`src/rtl/uart_tx_dev_pkg.sv`:
```
// Shared definitions for the UART transmitter peripheral: register map,
// control/status bit positions and FSM state encoding.
package uart_tx_dev_pkg;

   localparam logic [1:0] REG_CTRL   = 2'd0;
   localparam logic [1:0] REG_DIV    = 2'd1;
   localparam logic [1:0] REG_DATA   = 2'd2;
   localparam logic [1:0] REG_STATUS = 2'd3;

   localparam int CTRL_TX_EN  = 0;
   localparam int CTRL_IRQ_EN = 1;

   localparam int STAT_EMPTY     = 0;
   localparam int STAT_FULL      = 1;
   localparam int STAT_BUSY      = 2;
   localparam int STAT_OVF       = 3;
   localparam int STAT_COUNT_LSB = 8;

   typedef enum logic [1:0] {
      ST_IDLE  = 2'd0,
      ST_START = 2'd1,
      ST_DATA  = 2'd2,
      ST_STOP  = 2'd3
   } tx_state_e;

endpackage

```
`src/rtl/uart_tx_dev_if.sv`:
```
// Bridge device-slot bus: word address, write strobe, write and read data.
interface uart_tx_dev_if;
   logic [31:2] Addr;
   logic        WE;
   logic [31:0] Din;
   logic [31:0] Dout;

   modport master (output Addr, output WE, output Din, input Dout);
   modport slave  (input Addr, input WE, input Din, output Dout);
endinterface

```
`src/rtl/uart_tx_fifo.sv`:
```
// Synchronous byte FIFO with combinational head output; DEPTH is a power of two.
module uart_tx_fifo #(
   parameter int DEPTH = 4
) (
   input  logic                     clk,
   input  logic                     reset,
   input  logic                     push,
   input  logic                     pop,
   input  logic [7:0]               din,
   output logic [7:0]               dout,
   output logic                     empty,
   output logic                     full,
   output logic [$clog2(DEPTH):0]   count
);

   localparam int AW = $clog2(DEPTH);

   logic [7:0]    mem_q [DEPTH];
   logic [AW-1:0] wr_ptr_q;
   logic [AW-1:0] rd_ptr_q;
   logic [AW:0]   count_q;
   logic          do_push;
   logic          do_pop;

   assign empty   = (count_q == '0);
   assign full    = (count_q == (AW+1)'(DEPTH));
   assign count   = count_q;
   assign dout    = mem_q[rd_ptr_q];
   assign do_pop  = pop & ~empty;
   // a full FIFO still accepts a push when the head leaves in the same cycle
   assign do_push = push & (~full | do_pop);

   always_ff @(posedge clk) begin
      if (do_push) mem_q[wr_ptr_q] <= din;
   end

   always_ff @(posedge clk) begin
      if (reset) begin
         wr_ptr_q <= '0;
         rd_ptr_q <= '0;
         count_q  <= '0;
      end else begin
         if (do_push) wr_ptr_q <= wr_ptr_q + 1'b1;
         if (do_pop)  rd_ptr_q <= rd_ptr_q + 1'b1;
         case ({do_push, do_pop})
            2'b10:   count_q <= count_q + 1'b1;
            2'b01:   count_q <= count_q - 1'b1;
            default: count_q <= count_q;
         endcase
      end
   end

endmodule

```
`src/rtl/uart_tx_dev.sv`:
```
// Memory-mapped 8N1 UART transmitter: register file, FIFO, baud timer, shifter, IRQ.
//   state    | meaning
//   ST_IDLE  | line idle high, waiting for TX_EN and a queued byte
//   ST_START | start bit (low) for div_q+1 clocks
//   ST_DATA  | eight data bits, LSB first, div_q+1 clocks each
//   ST_STOP  | stop bit (high); may pop the next byte straight into ST_START
module uart_tx_dev
   import uart_tx_dev_pkg::*;
#(
   parameter int          FIFO_DEPTH = 4,
   parameter logic [15:0] DIV_RESET  = 16'd433
) (
   input  logic             clk,
   input  logic             reset,
   uart_tx_dev_if.slave     bus,
   output logic             IRQ,
   output logic             txd
);

   localparam int CW = $clog2(FIFO_DEPTH) + 1;

   tx_state_e     state_q, state_d;
   logic [1:0]    ctrl_q;
   logic [15:0]   div_reg_q;
   logic          ovf_q;
   logic [15:0]   div_q;
   logic [15:0]   baud_cnt_q;
   logic [2:0]    bit_idx_q;
   logic [7:0]    shift_q;
   logic          txd_q, txd_d;
   logic          irq_q, irq_d;

   logic          tx_en, irq_en, baud_tc;
   logic          wr_ctrl, wr_div, wr_data, wr_status;
   logic          fifo_pop, fifo_empty, fifo_full;
   logic [7:0]    fifo_dout;
   logic [CW-1:0] fifo_count;
   logic [31:0]   status;
   logic          unused_bus_bits;

   assign tx_en     = ctrl_q[CTRL_TX_EN];
   assign irq_en    = ctrl_q[CTRL_IRQ_EN];
   assign baud_tc   = (baud_cnt_q == 16'd0);
   assign wr_ctrl   = bus.WE & (bus.Addr[3:2] == REG_CTRL);
   assign wr_div    = bus.WE & (bus.Addr[3:2] == REG_DIV);
   assign wr_data   = bus.WE & (bus.Addr[3:2] == REG_DATA);
   assign wr_status = bus.WE & (bus.Addr[3:2] == REG_STATUS);
   assign unused_bus_bits = ^{bus.Addr[31:4], bus.Din[31:16]};

   uart_tx_fifo #(.DEPTH(FIFO_DEPTH)) u_fifo (
      .clk   (clk),
      .reset (reset),
      .push  (wr_data),
      .pop   (fifo_pop),
      .din   (bus.Din[7:0]),
      .dout  (fifo_dout),
      .empty (fifo_empty),
      .full  (fifo_full),
      .count (fifo_count)
   );

   always_ff @(posedge clk) begin
      if (reset) begin
         ctrl_q    <= 2'b00;
         div_reg_q <= DIV_RESET;
         ovf_q     <= 1'b0;
      end else begin
         if (wr_ctrl) ctrl_q    <= bus.Din[1:0];
         if (wr_div)  div_reg_q <= bus.Din[15:0];
         if (wr_status)
            ovf_q <= 1'b0;
         else if (wr_data && fifo_full && !fifo_pop)
            ovf_q <= 1'b1;
      end
   end

   always_comb begin
      status                           = '0;
      status[STAT_EMPTY]               = fifo_empty;
      status[STAT_FULL]                = fifo_full;
      status[STAT_BUSY]                = (state_q != ST_IDLE);
      status[STAT_OVF]                 = ovf_q;
      status[STAT_COUNT_LSB +: 4]      = 4'(fifo_count);
      case (bus.Addr[3:2])
         REG_CTRL:   bus.Dout = {30'd0, ctrl_q};
         REG_DIV:    bus.Dout = {16'd0, div_reg_q};
         REG_STATUS: bus.Dout = status;
         default:    bus.Dout = 32'd0;
      endcase
   end

   always_comb begin
      state_d  = state_q;
      fifo_pop = 1'b0;
      case (state_q)
         ST_IDLE:
            if (tx_en && !fifo_empty) begin
               fifo_pop = 1'b1;
               state_d  = ST_START;
            end
         ST_START:
            if (baud_tc) state_d = ST_DATA;
         ST_DATA:
            if (baud_tc && bit_idx_q == 3'd7) state_d = ST_STOP;
         ST_STOP:
            if (baud_tc) begin
               if (tx_en && !fifo_empty) begin
                  fifo_pop = 1'b1;
                  state_d  = ST_START;
               end else begin
                  state_d  = ST_IDLE;
               end
            end
         default: state_d = ST_IDLE;
      endcase

      // txd is registered from the next state so the line and the FSM move together
      case (state_d)
         ST_START: txd_d = 1'b0;
         ST_DATA:  txd_d = (state_q == ST_DATA && baud_tc) ? shift_q[1] : shift_q[0];
         default:  txd_d = 1'b1;
      endcase

      irq_d = irq_en & fifo_empty & (state_d == ST_IDLE);
   end

   always_ff @(posedge clk) begin
      if (reset) begin
         state_q <= ST_IDLE;
         txd_q   <= 1'b1;
         irq_q   <= 1'b0;
      end else begin
         state_q <= state_d;
         txd_q   <= txd_d;
         irq_q   <= irq_d;
      end
   end

   // baud timer counts down from div_q; terminal count ends the current bit
   always_ff @(posedge clk) begin
      if (reset) begin
         baud_cnt_q <= 16'd0;
         div_q      <= 16'd0;
         bit_idx_q  <= 3'd0;
         shift_q    <= 8'd0;
      end else if (fifo_pop) begin
         shift_q    <= fifo_dout;
         div_q      <= div_reg_q;
         baud_cnt_q <= div_reg_q;
         bit_idx_q  <= 3'd0;
      end else if (state_q != ST_IDLE) begin
         if (baud_tc) begin
            baud_cnt_q <= div_q;
            if (state_q == ST_DATA) begin
               shift_q   <= shift_q >> 1;
               bit_idx_q <= bit_idx_q + 3'd1;
            end
         end else begin
            baud_cnt_q <= baud_cnt_q - 16'd1;
         end
      end
   end

   assign txd = txd_q;
   assign IRQ = irq_q;

endmodule

```
`src/flat_wrapper.sv`:
```
// flat-port wrapper written by rule: the top's interface ports become plain ports
module uart_tx_dev_flat import uart_tx_dev_pkg::*;
#(
   parameter int          FIFO_DEPTH = 4,
   parameter logic [15:0] DIV_RESET  = 16'd433
)
  (clk, reset, IRQ, txd, bus_Addr, bus_WE, bus_Din, bus_Dout);
  uart_tx_dev_if bus_i ();
  input  logic clk;
  input  logic reset;
  output logic IRQ;
  output logic txd;
  input wire logic [$bits(bus_i.Addr)-1:0] bus_Addr;
  input wire logic [$bits(bus_i.WE)-1:0] bus_WE;
  input wire logic [$bits(bus_i.Din)-1:0] bus_Din;
  output wire logic [$bits(bus_i.Dout)-1:0] bus_Dout;
  assign bus_i.Addr = bus_Addr;
  assign bus_i.WE = bus_WE;
  assign bus_i.Din = bus_Din;
  assign bus_Dout = bus_i.Dout;
  uart_tx_dev #(.FIFO_DEPTH(FIFO_DEPTH), .DIV_RESET(DIV_RESET)) u_core (.clk(clk), .reset(reset), .bus(bus_i), .IRQ(IRQ), .txd(txd));
endmodule
```
`config.mk`:
```
export PLATFORM = sky130hd
export DESIGN_NAME = uart_tx_dev_flat
export DESIGN_NICKNAME = d
export VERILOG_FILES = /design/src/rtl/uart_tx_dev_pkg.sv /design/src/rtl/uart_tx_dev_if.sv /design/src/rtl/uart_tx_fifo.sv /design/src/rtl/uart_tx_dev.sv /design/src/flat_wrapper.sv
export SDC_FILE = /design/constraint.sdc
export NUM_CORES = 1
export LEC_CHECK = 0
export BUFFER_PORTS_ARGS = -buffer_cell sky130_fd_sc_hd__buf_2
export CORE_MARGIN = 3
export CORE_UTILIZATION = 60
export CTS_BUF_LIST = sky130_fd_sc_hd__clkbuf_8
export DETAILED_ROUTE_END_ITERATION = 12
export PLACE_DENSITY = 0.95
export SLEW_MARGIN = 20
export SYNTH_ARGS = -nofsm -noshare
export SYNTH_HDL_FRONTEND = slang
export SYNTH_SLANG_ARGS = --single-unit
```
`constraint.sdc`:
```
create_clock -name clk -period 10.4 [get_ports clk]
set_clock_uncertainty 0.15 [all_clocks]
set_input_delay 0.52 -clock clk [delete_from_list [all_inputs] [get_ports clk]]
set_output_delay 0.52 -clock clk [all_outputs]
set_load 0.05 [all_outputs]
```
==> results of run 1 <==
## stage by stage
step	total power, mW	area, um^2	cells
finish	0.892	5400	648
global route	0.925	5400	648
CTS	0.887	5400	648
detailed placement	0.649	5210	632
global placement	0.640	5210	632
floorplan	0.616	5150	540
## logic make-up (layout without fill, tap and decap cells)
| family | after synthesis | count (layout) | share of synthesized area [%] |
|---|---|---|---|
| fa+ha+maj | 14 | 14 | 3.59 |
| other cells | 1 | 16 | 0.0736 |
| simple gates | 174 | 174 | 16.8 |
| compound gates | 122 | 122 | 14.8 |
| flops | 107 | 107 | 48.3 |
| xor+xnor | 9 | 9 | 1.55 |
| mux | 32 | 32 | 8.43 |
| buf+inv | 66 | 72 | 6.46 |
## cell type report
type	instances	area (um^2)
multi-input combinational	367	2360
inverter	16	60.1
tap	102	128
clock buffer	9	124
sequential	107	2460
clock inverter	7	58.8
timing repair buffer	40	205
fill	550	2570
## cells in the mapped netlist (6+ instances only)
library cell / instances
nand2_1: 78
dfxtp_1: 75
a21oi_1: 40
edfxtp_1: 32
o21ai_0: 27
clkbuf_1: 23
nor2_1: 19
mux2i_1: 17
and2_1: 16
buf_4: 16
inv_1: 16
a31oi_1: 15
ha_1: 13
nand3_1: 12
o211ai_1: 12
or3_1: 9
mux4_2: 8
nor3_1: 8
nor2b_1: 7
nor4_1: 6
## worst max-delay path: cells and delay by family (launching register included)
kind	cells	cell delay [ns]
AND/OR/NAND/NOR	4	1.59
AO/OA/AOI/OAI	1	0.85
adder cells (fa/ha/maj)	2	0.64
multiplexers	2	0.49
flip-flops	1	0.36
buffers and inverters	1	0.07
## registers in the layout, indices dropped and copies added (netlist names), 3 cells and up, named ones only
name                 count
u_core.u_fifo.mem_q     32
u_core.baud_cnt_q       16
u_core.div_q            16
u_core.div_reg_q        16
u_core.shift_q           8
u_core.bit_idx_q         3
u_core.u_fifo.count      3
## routing by layer
| layer | track usage [%] | up-vias |
|---|---|---|
| li1 | - | 1873 |
| met1 | 32.4 | 1938 |
| met2 | 40.3 | 271 |
| met3 | 5.00 | 30 |
| met4 | 9.56 | 0 |
| met5 | 0 | - |
## power by group through the flow
stage                     Clock [mW]  Combinational, mW  Sequential (mW)
after global placement             0              0.182            0.458
after CTS                      0.243              0.194            0.449
after floorplan                    0              0.160            0.456
after global routing           0.261              0.212            0.451
final                          0.243              0.198            0.450
after detailed placement           0              0.190            0.459
## worst min-delay path by stage
stage	end	slack (ns)	startpoint
2_1_floorplan	u_core.div_q[1]	0.28	u_core.div_q[1]
3_3_place_gp	u_core.div_q[15]	0.29	u_core.div_q[15]
3_5_place_dp	u_core.div_q[12]	0.30	u_core.div_q[12]
4_1_cts	u_core.div_reg_q[8]	0.20	bus_Din[8]
5_1_grt	u_core.div_reg_q[13]	0.23	bus_Din[13]
6_report	u_core.div_reg_q[8]	0.20	bus_Din[8]
==> impl_results.md, run 1 <==
* Flop pwr share at 50.5%
* Metal2 WL at 5630 um
* Chip height at 98.1 um
* Worst Hold Depth at 3
* Final WS setup at 6.14 ns
* Starting Density at 63.9%
* RSZ-0062 raised after global routing: no
* Most common cell after layout, fill and taps aside: nand2_1
* Inserted Diodes at 0
* Relative slew margins at 28.2%
* Iter 0 DRT Violations at 382
* H-tree depth at 3
* Fin. Hold Viols at 0
* Worst-path cell chain: inv_1, ha_1, or3b_1, nor4_1, a22o_1, nand2_1, fa_1, or3_1, mux2i_1, mux2_1
* Final core utilization at 67.7%
* WHS at 0.196 ns
* Combinational cell fraction of total power at 22.2%
* Ys async rst share at 0%
* CTS buffer count at 9
* Cts repair resizes at 0
* R2R depth at 10
* DRT Pass-1 Iters at 5
* Leakage at 2.05 nW
* Critical R2R Launch: u_core.baud_cnt_q[0]
* Yosys warning count at 0
* Die width at 98.1 um
* Yosys reg bits at 107
* End point of the critical path: u_core.u_fifo.count[2]
* CP peak stage delay at 0.85 ns
* Cells after Synth at 525
* Postcts setup bufs at 0
* F_max at 0.235 GHz
* Crit-path max FO at 23
* Sw frac at 32.8%
* Maximum VDD drop at 108 uV
* Gr usage total at 24.7%
* # DRC at 0
* Crit path launch type: flop
* Worst EP required at 10.52 ns
* Main flop type after synthesis: dfxtp_1
* Count of cell types in the netlist at 61
* # clock sinks at 107
* Commonest cells after routing, fill and taps aside: nand2_1 (78), dfxtp_1 (75), a21oi_1 (40), buf_2 (38), edfxtp_1 (32)
* Critical R2R Capture: u_core.u_fifo.count[2]
* Final Setup Violations at 0
* Worst path arrival time at 4.38 ns
* Kind of critical path: flop to flop
* Final TNS setup at 0 ns
* Worst Hold Class: input port to flop
* GP Congestion at 0.843
* Root Buffer: clkbuf_8
* Power Dens Cells at 165 nW/um^2
* First-pass GRT wire length at 19100 um
* Pint at 0.599 mW
* Crit. Startpoint: u_core.baud_cnt_q[0]
* Number of global-route vias before repair at 3921
* Critical path's slowest cell: a22o_1
* Largest net degree at the start of global routing at 52
* Drt via density at 6.35
* Synth top area share at 29.5%
* Post-Syn Area at 5090 um^2
* Clk pin slew, worst setup/hold paths at 0.10 ns
* Ports at 99
* Clock power share at 27.3%
* DP Worst Slack at 6.21 ns
* Initial antenna violation count at 0
* Status: complete, no violations
* Internal reg-to-reg setup slack at 6.14 ns
* Antenna Nets Post-Route at 0
* Final period utilization at 41.0%
* Via Count at 4112
* Core Rows at 32
* Number of synthesized flops with an enable pin at 32
* Port bufs at 38
* Pins Over Slew Limit at 0
* Grt total ovfl at 0
* Area of the die at 9630 um^2
* Crit end category: flop
* Yosys top cell by area: dfxtp_1
* Clk_lat worst skew at 0.38 ns
* Top layer in use: met4
* Overall routed net length at 11700 um
* Layout net count at 620
* CTS tree: done
* Max-capacitance violation count at 0
* Post-Route M1 WL at 4630 um
* Hold Buf Count CTS at 0
* Main area contributors after synthesis: dfxtp_1 (29%), edfxtp_1 (19%), nand2_1 (5.7%), a21oi_1 (3.9%), mux4_2 (3.5%)
* Syn Area/Cell at 9.70 um^2
* HPWL Detailed at 7880 um
* Ratio of cells with drive above 1 in the final layout at 13.7%
* NetSw at 0.293 mW
* Clock Path Buffers at 2
* Routed wire per std cell at 18.0 um
* Met3 wire length at 1120 um
* Slew @ Worst Pin at 1.08 ns
* Crit path time final at 4.26 ns
* Post-synthesis sequential area ratio at 48.3%
* Core Region at 7970 um^2
* Area Overhead vs Synth at 5.94%
Note: power is estimated with default switching activity, not from simulation.
==> run 2: changes to the inputs <==
CORE_UTILIZATION = 52   (was 60)
PLACE_DENSITY = 0.89   (was 0.95)
clock period = 3.4 ns   (was 10.4 ns; I/O delays follow)
==> impl_results.md, run 2 (same netlist as run 1, synthesis figures left out) <==
* Status: complete, no violations
* Routed wire per std cell at 17.2 um (-4.4%)
* Worst path arrival time at 3.28 ns (-1.10 ns)
* First-pass GRT wire length at 19800 um (+3.8%)
* Max reg flops at 32 (unchanged)
* Worst Hold Class: input port to flop
* # DRC at 0 (unchanged)
* Drt via density at 5.98 (-5.8%)
* RSZ-0062 raised after global routing: no
* GP Congestion at 0.907 (+7.6%)
* Pins Over Slew Limit at 0 (unchanged)
* Worst EP required at 3.52 ns (-7.00 ns)
* H-tree depth at 3 (unchanged)
* Final TNS setup at 0 ns (unchanged)
* Ports at 99 (unchanged)
* Inserted Diodes at 0 (unchanged)
* Final Non-Filler Cells at 702 (+8.3%)
* Relative slew margins at 31.9% (+3.7 points)
* End point of the critical path: u_core.u_fifo.count[2]
* Worst-path cell chain: inv_1, ha_1, or3b_1, nor4_2, a22o_1, nand2_1, fa_1, or3_1, mux2i_1, mux2_1
* Crit-path max FO at 5 (-78%)
* Starting Density at 54.4% (-9.6 points)
* Iter 0 DRT Violations at 492 (+29%)
* Initial antenna violation count at 0 (unchanged)
* Fin. Hold Viols at 0 (unchanged)
* R2R depth at 10 (unchanged)
* CP bufs+invs at 1 (unchanged)
* Layout net count at 647 (+4.4%)
* Crit-path leading delay family: simple AND/OR/NAND/NOR gates
* Chip height at 105 um (+7.0%)
* Design area at 5730 um^2 (+6.2%)
* Clock Path Buffers at 2 (unchanged)
* Clk pin slew, worst setup/hold paths at 0.11 ns (about the same)
* Area Overhead vs Synth at 12.6%
* Slew @ Worst Pin at 1.02 ns (-0.0548 ns)
* Critical R2R Launch: u_core.baud_cnt_q[0]
* Grt total ovfl at 0 (unchanged)
* Critical path's slowest cell: or3b_1
* Crit path time final at 3.17 ns (-1.09 ns)
* Final WS setup at 0.234 ns (-5.91 ns)
* Levels on crit path at 10 (unchanged)
* Crit. Startpoint: u_core.baud_cnt_q[0]
* Critical R2R Capture: u_core.u_fifo.count[2]
* CTS buffer count at 9 (unchanged)
* Placed cell count at 668 (+5.7%)
* DP Area at 5320 um^2 (+2.1%)
* Leakage at 2.18 nW (+6.7%)
* F_max at 0.316 GHz (+35%)
* Overall routed net length at 12100 um (+3.6%)
* Gr usage total at 22.1% (-2.5 points)
* Total chip power at 2.91 mW (+230%)
* # clock sinks at 107 (unchanged)
* Commonest cells after routing, fill and taps aside: nand2_1 (78), dfxtp_1 (75), a21oi_1 (40), buf_2 (38), edfxtp_1 (32)
* Area of the die at 11000 um^2 (+14%)
* Power Dens Cells at 508 nW/um^2 (+210%)
* Core Rows at 35 (+9.4%)
* Crit path launch type: flop
* Final period utilization at 93.1% (+52 points)
* WHS at 0.132 ns (-0.0639 ns)
* Root Buffer: clkbuf_8
* DP Worst Slack at 0.275 ns (-5.94 ns)
* Ratio of cells with drive above 1 in the final layout at 15.0% (+1.3 points)
* Most common cell after layout, fill and taps aside: nand2_1
* Final Setup Violations at 0 (unchanged)
* Number of global-route vias before repair at 4056 (+3.4%)
* Antenna Nets Post-Route at 0 (unchanged)
* Die width at 105 um (+7.0%)
* DRT Pass-1 Iters at 5 (unchanged)
* Port bufs at 38 (unchanged)
* Crit end category: flop
* Postcts setup bufs at 0 (unchanged)
* Maximum VDD drop at 445 uV (+310%)
* CTS tree: done
* CP peak stage delay at 0.40 ns (-0.45 ns)
* Kind of critical path: flop to flop
* FILL cells at 702 (+28%)
* Internal reg-to-reg setup slack at 0.23 ns (-5.91 ns)
* Max-capacitance violation count at 0 (unchanged)
* Via Count at 4195 (+2.0%)
* Most flops, register: u_core.u_fifo.mem_q
* Clk_lat worst skew at 0.37 ns (about the same)
* Largest net degree at the start of global routing at 50 (-3.8%)
* Final core utilization at 61.2% (-6.6 points)
* Core Region at 9370 um^2 (+18%)
* HPWL Detailed at 7850 um (-0.36%)
==> run 2: cell count changes in the layout (fill, tap and decap cells not counted) <==
cell	previous run	this run
buf_4	2	11
clkinv_8	0	1
inv_12	0	1
nor4_2	1	2
inv_1	17	16
inv_4	1	0
inv_6	2	0
bufinv_16	0	1
inv_8	2	4
clkinv_4	1	0
nor4_1	6	5
dlygate4sd3_1	0	18
==> run 2: layout make-up <==
cell class / instances / area [um^2] / share of cell area, %
sequential: 107 / 2460 / 43.0
multi-input combinational: 367 / 2360 / 41.2
timing repair buffer: 67 / 453 / 7.90
tap: 129 / 161 / 2.82
clock buffer: 9 / 124 / 2.16
clock inverter: 7 / 108 / 1.88
inverter: 16 / 60.1 / 1.05
==> run 2: worst min path at each step <==
stage,from,end,slack (ns),cells past startpoint
2_1_floorplan,bus_Din[0],u_core.u_fifo.mem_q[0][0],0.12,0
3_3_place_gp,bus_Din[8],u_core.div_reg_q[8],0.23,3
3_5_place_dp,bus_Din[8],u_core.div_reg_q[8],0.25,3
4_1_cts,bus_Addr[1],u_core.ovf_q,0.1,2
5_1_grt,bus_Addr[1],u_core.ovf_q,0.12,2
6_report,bus_Addr[1],u_core.ovf_q,0.13,2
==> run 2: power by group <==
| group | switching (mW) | internal, mW | leakage (nW) | total (mW) |
|---|---|---|---|---|
| Clock | 0.497 | 0.377 | 0.117 | 0.874 |
| Combinational | 0.406 | 0.255 | 1.17 | 0.660 |
| Sequential | 0.0347 | 1.34 | 0.896 | 1.38 |
==> run 2: metal layers <==
layer  vias to the layer above  track usage, %  wire length [um]  part of all wire, %
li1                       1933               -                 -                    -
met1                      1945            28.4              4680                   39
met2                       277            37.3              5800                   48
met3                        40            4.39              1250                   10
met4                         0            7.87               343                  2.8
met5                         -               0                 0                    0
==> run 2: timing repair <==
item	4_1_cts	5_1_grt
hold buffers	18	0
resized for setup	0	0
hold endpoints to repair	51	0
